**src/rtl/layer_sequencer.sv**
```systemverilog
// -----------------------------------------------------------------------------
// layer_sequencer
//
// Sequences one fully-connected neural-network layer through a shared
// multiply-accumulate datapath. For each neuron it clears the accumulator,
// then issues one weight/input read per input. Each accepted product is added
// one cycle later because of the multiplier latency. After a drain cycle it
// offers the finished accumulator to the activation stage. The layer ends
// with a one-cycle done pulse.
//
// Parameters
//   AW      weight-memory address width
//   MAXIN   maximum inputs per neuron
//   MAXNEU  maximum neurons per layer
//
// Ports
//   Clock     single clock, rising edge
//   Rst       synchronous active-low reset
//   Start     run one layer (sampled only while idle)
//   abort     return to idle at the next edge, without done
//   num_in    inputs per neuron (1..MAXIN)
//   num_neu   neurons in the layer (1..MAXNEU)
//   w_base    first weight address of the layer
//   hold      stall issue (for example, while training rewrites the weights)
//   af_ready  activation stage takes the current accumulator
//   rd_en     weight/input read strobe
//   w_addr    weight address
//   in_idx    input-vector index
//   acc_clr   clear the shared accumulator
//   acc_en    add the multiplier result into the accumulator
//   af_valid  accumulator is complete for neuron neu_idx
//   neu_idx   current neuron
//   busy      layer in progress
//   done      one-cycle end-of-layer pulse
//   err_cfg   one-cycle rejected-configuration pulse
// -----------------------------------------------------------------------------
module layer_sequencer #(
  parameter int AW     = 8,
  parameter int MAXIN  = 30,
  parameter int MAXNEU = 5
) (
  input  logic          Clock,
  input  logic          Rst,
  input  logic          Start,
  input  logic          abort,
  input  logic [4:0]    num_in,
  input  logic [2:0]    num_neu,
  input  logic [AW-1:0] w_base,
  input  logic          hold,
  input  logic          af_ready,
  output logic          rd_en,
  output logic [AW-1:0] w_addr,
  output logic [4:0]    in_idx,
  output logic          acc_clr,
  output logic          acc_en,
  output logic          af_valid,
  output logic [2:0]    neu_idx,
  output logic          busy,
  output logic          done,
  output logic          err_cfg
);

  typedef enum logic [2:0] {
    S_IDLE,
    S_CLEAR,
    S_ISSUE,
    S_DRAIN,
    S_ACT,
    S_DONE
  } state_t;

  // The range check needs headroom for the address span. A 5-bit count
  // times a 3-bit count fits in 8 bits, plus one carry bit for the add.
  localparam int          EW       = AW + 9;
  localparam logic [4:0]  MAXIN_V  = 5'(MAXIN);
  localparam logic [2:0]  MAXNEU_V = 3'(MAXNEU);

  state_t        state;
  logic [4:0]    cfg_in;
  logic [2:0]    cfg_neu;
  logic [EW-1:0] span_end;
  logic          cfg_ok;

  // One past the last weight address the layer would touch. It may equal
  // 2^AW exactly, because the last address used is then 2^AW-1.
  assign span_end = EW'(w_base) + EW'(num_in) * EW'(num_neu);

  assign cfg_ok = (num_in  != '0) && (num_in  <= MAXIN_V)  &&
                  (num_neu != '0) && (num_neu <= MAXNEU_V) &&
                  (span_end <= (EW'(1) << AW));

  // The read strobe reacts to hold in the same cycle, so a stalled cycle
  // never issues. Gating with abort and Rst keeps acc_en, which is rd_en
  // delayed by one cycle, from firing after the sequence has been discarded.
  assign rd_en = Rst && !abort && !hold && (state == S_ISSUE);

  // in_idx is the input counter i, neu_idx is the neuron counter n, and
  // w_addr advances by one per issued read. Weights of consecutive neurons
  // are contiguous, so w_base + n*num_in + i needs no multiplier here.
  // NOTE: every register in this block uses non-blocking assignments, so
  // all of them update together from the pre-edge values. Where a pulse
  // gets a default at the top, a later assignment in the same pass wins.
  always_ff @(posedge Clock) begin
    if (!Rst) begin
      state    <= S_IDLE;
      cfg_in   <= '0;
      cfg_neu  <= '0;
      w_addr   <= '0;
      in_idx   <= '0;
      neu_idx  <= '0;
      acc_clr  <= 1'b0;
      acc_en   <= 1'b0;
      af_valid <= 1'b0;
      busy     <= 1'b0;
      done     <= 1'b0;
      err_cfg  <= 1'b0;
    end else begin
      acc_clr <= 1'b0;
      done    <= 1'b0;
      err_cfg <= 1'b0;
      acc_en  <= rd_en;

      if (abort) begin
        state    <= S_IDLE;
        w_addr   <= '0;
        in_idx   <= '0;
        neu_idx  <= '0;
        af_valid <= 1'b0;
        busy     <= 1'b0;
      end else begin
        unique case (state)
          S_IDLE: begin
            if (Start) begin
              if (cfg_ok) begin
                cfg_in  <= num_in;
                cfg_neu <= num_neu;
                w_addr  <= w_base;
                neu_idx <= '0;
                busy    <= 1'b1;
                acc_clr <= 1'b1;
                state   <= S_CLEAR;
              end else begin
                err_cfg <= 1'b1;
              end
            end
          end

          S_CLEAR: begin
            in_idx <= '0;
            state  <= S_ISSUE;
          end

          S_ISSUE: begin
            if (!hold) begin
              w_addr <= w_addr + AW'(1);
              // The index stays on the last input, so in_idx never reads
              // num_in.
              if (in_idx == cfg_in - 5'd1) begin
                state <= S_DRAIN;
              end else begin
                in_idx <= in_idx + 5'd1;
              end
            end
          end

          S_DRAIN: begin
            af_valid <= 1'b1;
            state    <= S_ACT;
          end

          S_ACT: begin
            if (af_ready) begin
              af_valid <= 1'b0;
              if (neu_idx == cfg_neu - 3'd1) begin
                done  <= 1'b1;
                state <= S_DONE;
              end else begin
                neu_idx <= neu_idx + 3'd1;
                acc_clr <= 1'b1;
                state   <= S_CLEAR;
              end
            end
          end

          S_DONE: begin
            w_addr  <= '0;
            in_idx  <= '0;
            neu_idx <= '0;
            busy    <= 1'b0;
            state   <= S_IDLE;
          end

          default: state <= S_IDLE;
        endcase
      end
    end
  end

endmodule

```
**config.mk**
```make
export PLATFORM = sky130hd
export DESIGN_NAME = layer_sequencer
export DESIGN_NICKNAME = d
export VERILOG_FILES = /design/src/rtl/layer_sequencer.sv
export SDC_FILE = /design/constraint.sdc
export NUM_CORES = 1
export LEC_CHECK = 0
export CORE_MARGIN = 2
export CORE_UTILIZATION = 50
export DETAILED_ROUTE_END_ITERATION = 10
export PLACE_DENSITY = 0.75
export SLEW_MARGIN = 20
export SYNTH_ARGS = -nofsm -noshare
export SYNTH_HDL_FRONTEND = slang
export SYNTH_SLANG_ARGS = --single-unit
```
**constraint.sdc**
```tcl
create_clock -name Clock -period 6.3 [get_ports Clock]
set_input_delay 1.26 -clock Clock [delete_from_list [all_inputs] [get_ports Clock]]
set_output_delay 1.26 -clock Clock [all_outputs]
set_load 0.005 [all_outputs]
```
==> impl_results.md, run 1 <==
* Largest net degree at the start of global routing at 21
* Mapped Area at ~0.0025 mm2
* Synth Instances at 298
* Worst hold margin at 0.479 ns
* Die Footprint at ~0.0056 mm2
* Final Util at 64.2%
* Largest area contributor in the netlist: dfxtp_1
* Final setup TNS at 0 ns
* GRT Util Overall at 22.5%
* Final layout net count at between 300 and 400
* Crit-path cells: clkdlybuf4s50_1 -> and2_1 -> fa_1 -> inv_1 -> fa_1 -> inv_1 -> fa_1 -> xor2_1 -> or4_4 -> a2111oi_4 -> a31oi_4 -> or3_1 -> mux2i_1 -> nor2b_1
* Worst setup EP type: flop
* Maxcap violations at 0
* Worst path top cell family by delay: adder cells
* Via-per-instance ratio at about 5.6
* Clock buffer depth at 2
* Core area at approximately 0.0048 mm2
* Yosys reg bits at 33
* Die Wd at between 70 and 80 um
* 1st-iter DRT viols at 191
* Num CTS Buffers at 5
* Number of setup violations in the final report at 0
* Vias in the first global route at 2104
* Worst skew pair latency at just under 0.3 ns
* Max stage delay on crit path at around 0.59 ns
* Crit-path max FO at 8
* Post-synth top area share at between 20% and 30%
* Area growth, synth to finish at 23.0%
* Leakage at between 1 and 1.5 nW
* # diodes at 0
* Power density over the cells at approximately 180 mW/mm2
* Global-route wire length before repair at just under 10000 um
* Final Hold Fails at 0
* Slew Limit Fails at 0
* Avg WL per Cell at around 14 um
* DR DRC count at 0
* Routed WL at about 5700 um
* Max VDD drop at between 0.1 and 0.15 mV
* Worst slew pin tran at between 0.9 and 1 ns
* CP Launch Type: input port
* Slew Limit Headroom at around 40%
* CP Class: in -> reg
* Row count at 25
* Initial antenna violation count at 0
* CTS resizes at 0
* Required @ worst endpoint at 6.48 ns
* Synth Warn # at 0
* Critical path arrival at around 5.7 ns
* Input/output buffers at between 40 and 50
* Synth top area cells: dfxtp_1 26%, ha_1 8.0%, fa_1 7.2%
* Worst path slowest cell: or3_1
* Status: finished, final reports clean
* Post-Syn Area per Cell at 8.38 um2
* Buffers & Inverters on Critical Path at 3
* Post-Route Skew at slightly above 0.01 ns
* Routed via count at between 2000 and 2500
* Sequential-to-total area share from yosys stat at about a quarter
* Final GP Congestion at between 0.8 and 0.9
* TritonCTS clock tree: done
* Final critical-path share of the clock period at approximately 87%
* Post CTS Setup Buffer Count at 0
* DR pass1 iterations at 4
* Setup repair after global routing missed its margin: no
* Minimum clock period at between 5 and 6 ns
* Final ANT Viol Nets at 0
* I/O pin cnt at 45
* Clock sinks at 33
* Cell mode on critical path: fa_1
* Starting Density at ~52%
* Synthesized Nets at about 350
* Root Driver: clkbuf_8
* Post-synth EDFFs at 0
* Achievable Freq at roughly 180 MHz
* Die span in y at approximately 75 um
* # fillers at between 400 and 500
* CTS hold repair buffers at 0
* Worst-path clk slew at about 0.07 ns
* Distinct cells, synth at 45
* Most used flip-flop cell after synthesis: dfxtp_1
* Post-DP HPWL at approximately 4500 um
* Share of layout cells above drive strength 1 at approximately 4.4%
* Hold WC Path Type: reg -> reg
* Async SR Flop Fraction at 0%
* Total gr overflow at 0
* H-tree lvl count at 2
-- cells in the final DEF, fill, tap and decap left out, types with 4 or more instances in the layout --
master and n:
o211ai_1 4, and2_1 9, a21oi_1 14, o21ai_0 9, fa_1 9, a21o_1 5, nor2_1 31, xor2_1 7
ha_1 16, nand2_1 28, a211oi_1 12, nand2b_1 5, nor2b_1 11, dfxtp_1 33, nand3_1 8, nor3_1 7
nor4_1 6, xnor2_1 13, inv_1 19, clkdlybuf4s50_1 44, clkbuf_8 5, mux2i_1 13
-- sequential cells by signal (all words and copies together) (netlist names) --
signal and cells:
w_addr 8, state 3, busy 1, cfg_neu 3, neu_idx 3, in_idx 5, err_cfg 1, cfg_in 5
acc_clr 1, acc_en 1, done 1, af_valid 1
-- cell families (layout without fill, tap and decap cells) --
group	count (synthesis)	after routing	share of synthesized area [%]
xor gates and xnor gates	20	20	7.01
and+or+nand+nor	116	116	22.9
buffers and inverters	28	72	4.51
adders and majority gates	25	25	15.2
muxes	13	13	5.21
AOI/OAI and AO/OA	63	63	18.7
DFF	33	33	26.4
-- worst min-delay path, stage by stage (launching register included) --
cell and delay, ns:
dfxtp_1 0.32, nand2_1 0.05, a211oi_1 0.06
-- routing by layer --
layer / track usage, % / vias up / share of wire (%) / wire (um)
met5: 0 / - / 0 / 0
met4: 6.15 / 0 / 1.2 / 68
met3: 5.35 / 8 / 4.8 / 276
met2: 36.5 / 67 / 47 / 2720
met1: 30.2 / 1080 / 47 / 2680
li1: - / 1133 / - / -
-- cells in the mapped netlist, types with 2 or more instances --
library cell	instances
nor2b_1	11
dfxtp_1	33
clkbuf_1	8
xnor2_1	13
o221ai_1	2
a22oi_1	2
inv_1	19
a31oi_1	2
mux2i_1	13
o21ai_0	9
xor2_1	7
nand2_1	28
or2_2	2
nor2_1	31
fa_1	9
a21o_1	5
a21oi_1	14
a221oi_1	2
nor3_1	7
ha_1	16
and2_1	9
and3_1	2
a211oi_1	12
nand3_1	8
o21bai_1	2
o211ai_1	4
nor4_1	6
nand2b_1	5
-- report_power, final --
part	total [mW]	internal (mW)	switching [mW]	leakage (nW)
combinational	0.181	0.0811	0.0997	0.868
sequential	0.222	0.215	0.00698	0.267
clock	0.156	0.0782	0.0780	0.0385
total	0.559	0.374	0.185	1.17
-- through the flow --
| stage | total power, mW | cell area [um2] | setup WS [ns] | instances |
|---|---|---|---|---|
| finish | 0.559 | 3070 | 0.832 | 409 |
| global route | 0.593 | 3070 | 0.603 | 409 |
| global placement | 0.402 | 2990 | 0.599 | 401 |
| detailed placement | 0.407 | 2990 | 0.530 | 401 |
| CTS | 0.564 | 3070 | 0.818 | 409 |
| floorplan | 0.354 | 2500 | 1.39 | 298 |
-- final cells by class --
cell class	instances	area (um2)	area share [%]
Timing Repair Buffer	45	448	14.6
Inverter	19	71.3	2.32
Clock buffer	7	76.3	2.48
Clock inverter	1	7.51	0.244
Multi-Input combinational cell	237	1730	56.1
Tap cell	67	83.8	2.73
Sequential cell	33	661	21.5
-- final timing paths --
path | start | endpoint | slack [ns] | cells past startpoint
setup / recovery | num_neu[2] | cfg_in[2] | 0.83 | 14
hold / removal | af_valid | af_valid | 0.48 | 2
setup reg to reg | cfg_in[0] | in_idx[3] | 3.69 | 10
hold reg to reg | af_valid | af_valid | 0.48 | 2
Power figures use the tool's default switching activity.
==> run 2, diff against run 1 <==
--- a/config.mk
+++ b/config.mk
@@ -5,10 +5,12 @@
 export SDC_FILE = /design/constraint.sdc
 export NUM_CORES = 1
 export LEC_CHECK = 0
+export ABC_AREA = 1
 export CORE_MARGIN = 2
 export CORE_UTILIZATION = 50
 export DETAILED_ROUTE_END_ITERATION = 10
-export PLACE_DENSITY = 0.75
+export PLACE_DENSITY = 0.74
+export RECOVER_POWER = 50
 export SLEW_MARGIN = 20
 export SYNTH_ARGS = -nofsm -noshare
 export SYNTH_HDL_FRONTEND = slang
==> run 2 against run 1 <==
  * Non-clock buffer count shrank 1
  * Global-route usage shrank 0.46 points
  * Final area grew 4.6%
  * Sequential share of layout area shrank 0.94 points
==> impl_results.md, run 2 <==
* Synthesized Nets at 447 (was 345)
* Setup repair after global routing missed its margin: no (unchanged)
* Max reg flops at 8 (unchanged)
* Critical path arrival at 4.76 ns (was 5.65 ns)
* Distinct cells, synth at 34 (was 45)
* Die Footprint at 0.00590 mm2 (was 0.00558 mm2)
* Clock buffer depth at 2 (unchanged)
* Hold worst-path end: busy (was af_valid)
* Max VDD drop at 0.0919 mV (was 0.119 mV)
* Global-route wire length before repair at 10600 um (was 9630 um)
* CTS hold repair buffers at 0 (unchanged)
* Sequential-to-total area share from yosys stat at 24.9% (was 26.4%)
* Minimum clock period at 4.53 ns (was 5.47 ns)
* Buffers & Inverters on Critical Path at 5 (was 3)
* Worst path top cell family by delay: adder cells (unchanged)
* Crit-path cells: clkdlybuf4s50_1 -> nand2_1 -> inv_1 -> fa_1 -> inv_1 -> fa_1 -> inv_1 -> fa_1 -> nand2_1 -> nand2_2 -> nand3_2 -> nand2_1 -> nand2_1 -> nand2_1 -> inv_1 -> nand3_1 -> nand2_1 -> nand2_2 -> nand2_4 -> nand3_4 -> nand2_1 -> nand2_1 -> nor2_1 (was clkdlybuf4s50_1 -> and2_1 -> fa_1 -> inv_1 -> fa_1 -> inv_1 -> fa_1 -> xor2_1 -> or4_4 -> a2111oi_4 -> a31oi_4 -> or3_1 -> mux2i_1 -> nor2b_1)
* WHS Path Cells at 2 (unchanged)
* Most used flip-flop cell after synthesis: dfxtp_1 (unchanged)
* Most common cell in the netlist: nand2_1 (was dfxtp_1)
* Final setup TNS at 0 ns (unchanged)
* Hold path start: busy (was af_valid)
* # fillers at 519 (was 432)
* Status: finished, final reports clean (unchanged)
* Biggest register: w_addr (unchanged)
* Post-synth top area share at 24.9% (was 26.4%)
* Final Hold Fails at 0 (unchanged)
* Synth top area cells: dfxtp_1 25%, nand2_1 15%, inv_1 7.9% (was dfxtp_1 26%, ha_1 8.0%, fa_1 7.2%)
* Number of setup violations in the final report at 0 (unchanged)
* Largest area contributor in the netlist: dfxtp_1 (unchanged)
* CP Class: in -> reg (unchanged)
* I/O pin cnt at 45 (unchanged)
* Final critical-path share of the clock period at 72.0% (was 86.8%)
* Vias in the first global route at 2353 (was 2104)
* Top cells by count, synth: 109 x nand2_1, 56 x inv_1, 45 x nor2_1, 33 x dfxtp_1, 29 x nand3_1 (was 33 x dfxtp_1, 31 x nor2_1, 28 x nand2_1, 19 x inv_1, 16 x ha_1)
* Post-Syn Area per Cell at 6.62 um2 (was 8.38 um2)
* Hold WC Path Type: reg -> reg (unchanged)
* Worst setup path start: num_neu[2] (unchanged)
* Commonest non-fill, non-tap cells in the layout: 109 x nand2_1, 56 x inv_1, 45 x nor2_1 (was 44 x clkdlybuf4s50_1, 33 x dfxtp_1, 31 x nor2_1)
* FF-to-FF path depth at 12 (was 10)
* Synth Instances at 400 (was 298)
* TritonCTS clock tree: done (unchanged)
* Routed WL at 6040 um (was 5740 um)
* Slew Limit Headroom at 62.1% (was 39.0%)
* Post-synth EDFFs at 0 (unchanged)
* Starting Density at 51.9% (was 52.2%)
* Critical R2R Capture: in_idx[2] (was in_idx[3])
* CP Launch Type: input port (unchanged)
* Worst setup EP type: flop (unchanged)
* Root Driver: clkbuf_8 (unchanged)
* Worst path slowest cell: clkdlybuf4s50_1 (was or3_1)
* Core area at 0.00511 mm2 (was 0.00479 mm2)
* RR Startpoint: cfg_in[0] (unchanged)
* DR DRC count at 0 (unchanged)
* Commonest non-fill, non-tap cell in the layout: nand2_1 (was clkdlybuf4s50_1)
* Share of layout cells above drive strength 1 at 7.66% (was 4.39%)
* Final ANT Viol Nets at 0 (unchanged)
* 1st-iter DRT viols at 167 (was 191)
* Slew Limit Fails at 0 (unchanged)
* Max stage delay on crit path at 0.57 ns (was 0.59 ns)
* Row count at 26 (was 25)
* CTS resizes at 0 (unchanged)
* Area growth, synth to finish at 21.3% (was 23.0%)
* Cell mode on critical path: nand2_1 (was fa_1)
* Die Wd at 76.8 um (was 74.7 um)
* H-tree lvl count at 2 (unchanged)
* Worst-path clk slew at 0.07 ns (about the same)
* Multi-input gate area at 0.00169 mm2 (was 0.00173 mm2)
* Final GP Congestion at 0.853 (was 0.898)
* Leakage at 1.60 nW (was 1.17 nW)
* Async SR Flop Fraction at 0% (unchanged)
* Power density over the cells at 195 mW/mm2 (was 182 mW/mm2)
* Post CTS Setup Buffer Count at 0 (unchanged)
* Worst slew pin tran at 0.567 ns (was 0.903 ns)
* Input/output buffers at 44 (unchanged)
* Synth Warn # at 0 (unchanged)
* Post-DP HPWL at 4770 um (was 4480 um)
* Largest net degree at the start of global routing at 18 (was 21)
* Final layout net count at 490 (was 388)
* Via-per-instance ratio at 4.95 (was 5.59)
* Worst hold margin at 0.446 ns (was 0.479 ns)
* Register Area at 661 um2 (unchanged)
* Mapped Area at 0.00265 mm2 (was 0.00250 mm2)
* Initial antenna violation count at 0 (unchanged)
* Num CTS Buffers at 5 (unchanged)
* R2r setup slk at 4.42 ns (was 3.69 ns)
* Largest regs: w_addr x8, cfg_in x5, in_idx x5 (unchanged)
* Required @ worst endpoint at 6.53 ns (was 6.48 ns)
* Achievable Freq at 221 MHz (was 183 MHz)
* Post-Route Skew at 0.00894 ns (was 0.0101 ns)
* Maxcap violations at 0 (unchanged)
* DR pass1 iterations at 5 (was 4)
* GRT Util Overall at 22.0% (was 22.5%)
* Worst skew pair latency at 0.29 ns (about the same)
* # diodes at 0 (unchanged)
* Routed via count at 2545 (was 2288)
* Total gr overflow at 0 (unchanged)
* Yosys reg bits at 33 (unchanged)
* Die span in y at 76.8 um (was 74.7 um)
* Crit-path max FO at 15 (was 8)
* Avg WL per Cell at 11.8 um (was 14.0 um)
* Clock sinks at 33 (unchanged)
[run 2: changes by cell type after synthesis, moves of 8 or more]
cell and change:
nand3_1 +21, mux2i_1 -13, nor2b_1 -11, nand2_1 +81
inv_1 +37, a211oi_1 -12, nor2_1 +14, inv_2 +8
[run 2: metrics by stage]
step	setup slack [ns]	cells	power (mW)	instance area (um2)	util [%]
2_1_floorplan	2.13	400	0.407	2650	-
3_3_place_gp	1.53	506	0.460	3130	61.2
3_5_place_dp	1.44	506	0.467	3130	61.2
4_1_cts	1.75	514	0.632	3210	62.9
5_1_grt	1.45	514	0.672	3210	62.9
6_report	1.77	514	0.625	3210	62.9
[run 2: kinds of logic after synthesis]
family,synth area share (%)
simple gates,37.6
buf+inv,11.4
compound gates,7.09
flops,24.9
fa+ha+maj,14.4
xor+xnor,4.63
[run 2: worst reg2reg max path, delay by kind of cell, from the launching register on]
family,cells,cell delay [ns]
flip-flops,1,0.34
AO/OA/AOI/OAI,2,0.13
XOR/XNOR,1,0.14
AND/OR/NAND/NOR,6,0.65
adder cells (fa/ha/maj),1,0.30
buffers and inverters,2,0.18
[run 2: worst max path at each step]
stage                      endpoint  slack (ns)  depth (start not counted)
after global placement    w_addr[6]        1.53                         20
after floorplan           w_addr[0]        2.13                         21
final                     w_addr[2]        1.77                         23
after CTS                 w_addr[2]        1.75                         23
after detailed placement  w_addr[2]        1.44                         23
after global routing      w_addr[3]        1.45                         23
[run 2: layout make-up]
class                           count  area share, %
Multi-Input combinational cell    292           52.5
Sequential cell                    33           20.6
Timing Repair Buffer               44           13.7
Inverter                           67           7.83
Tap cell                           70           2.73
Clock buffer                        5           2.14
Clock inverter                      3          0.545
[run 2: power by group]
group / switching, mW / internal, mW / leakage (nW)
logic: 0.141 / 0.0923 / 1.28
clock network: 0.0881 / 0.0763 / 0.0439
registers: 0.00810 / 0.220 / 0.268
total: 0.237 / 0.388 / 1.60
[run 2: metal layers]
layer	track usage, %	vias to the layer above	part of all wire (%)
met2	35.4	57	46
li1	-	1331	-
met3	4.12	6	4.7
met1	29.9	1151	49
met5	0	-	0
met4	6.55	0	1.0
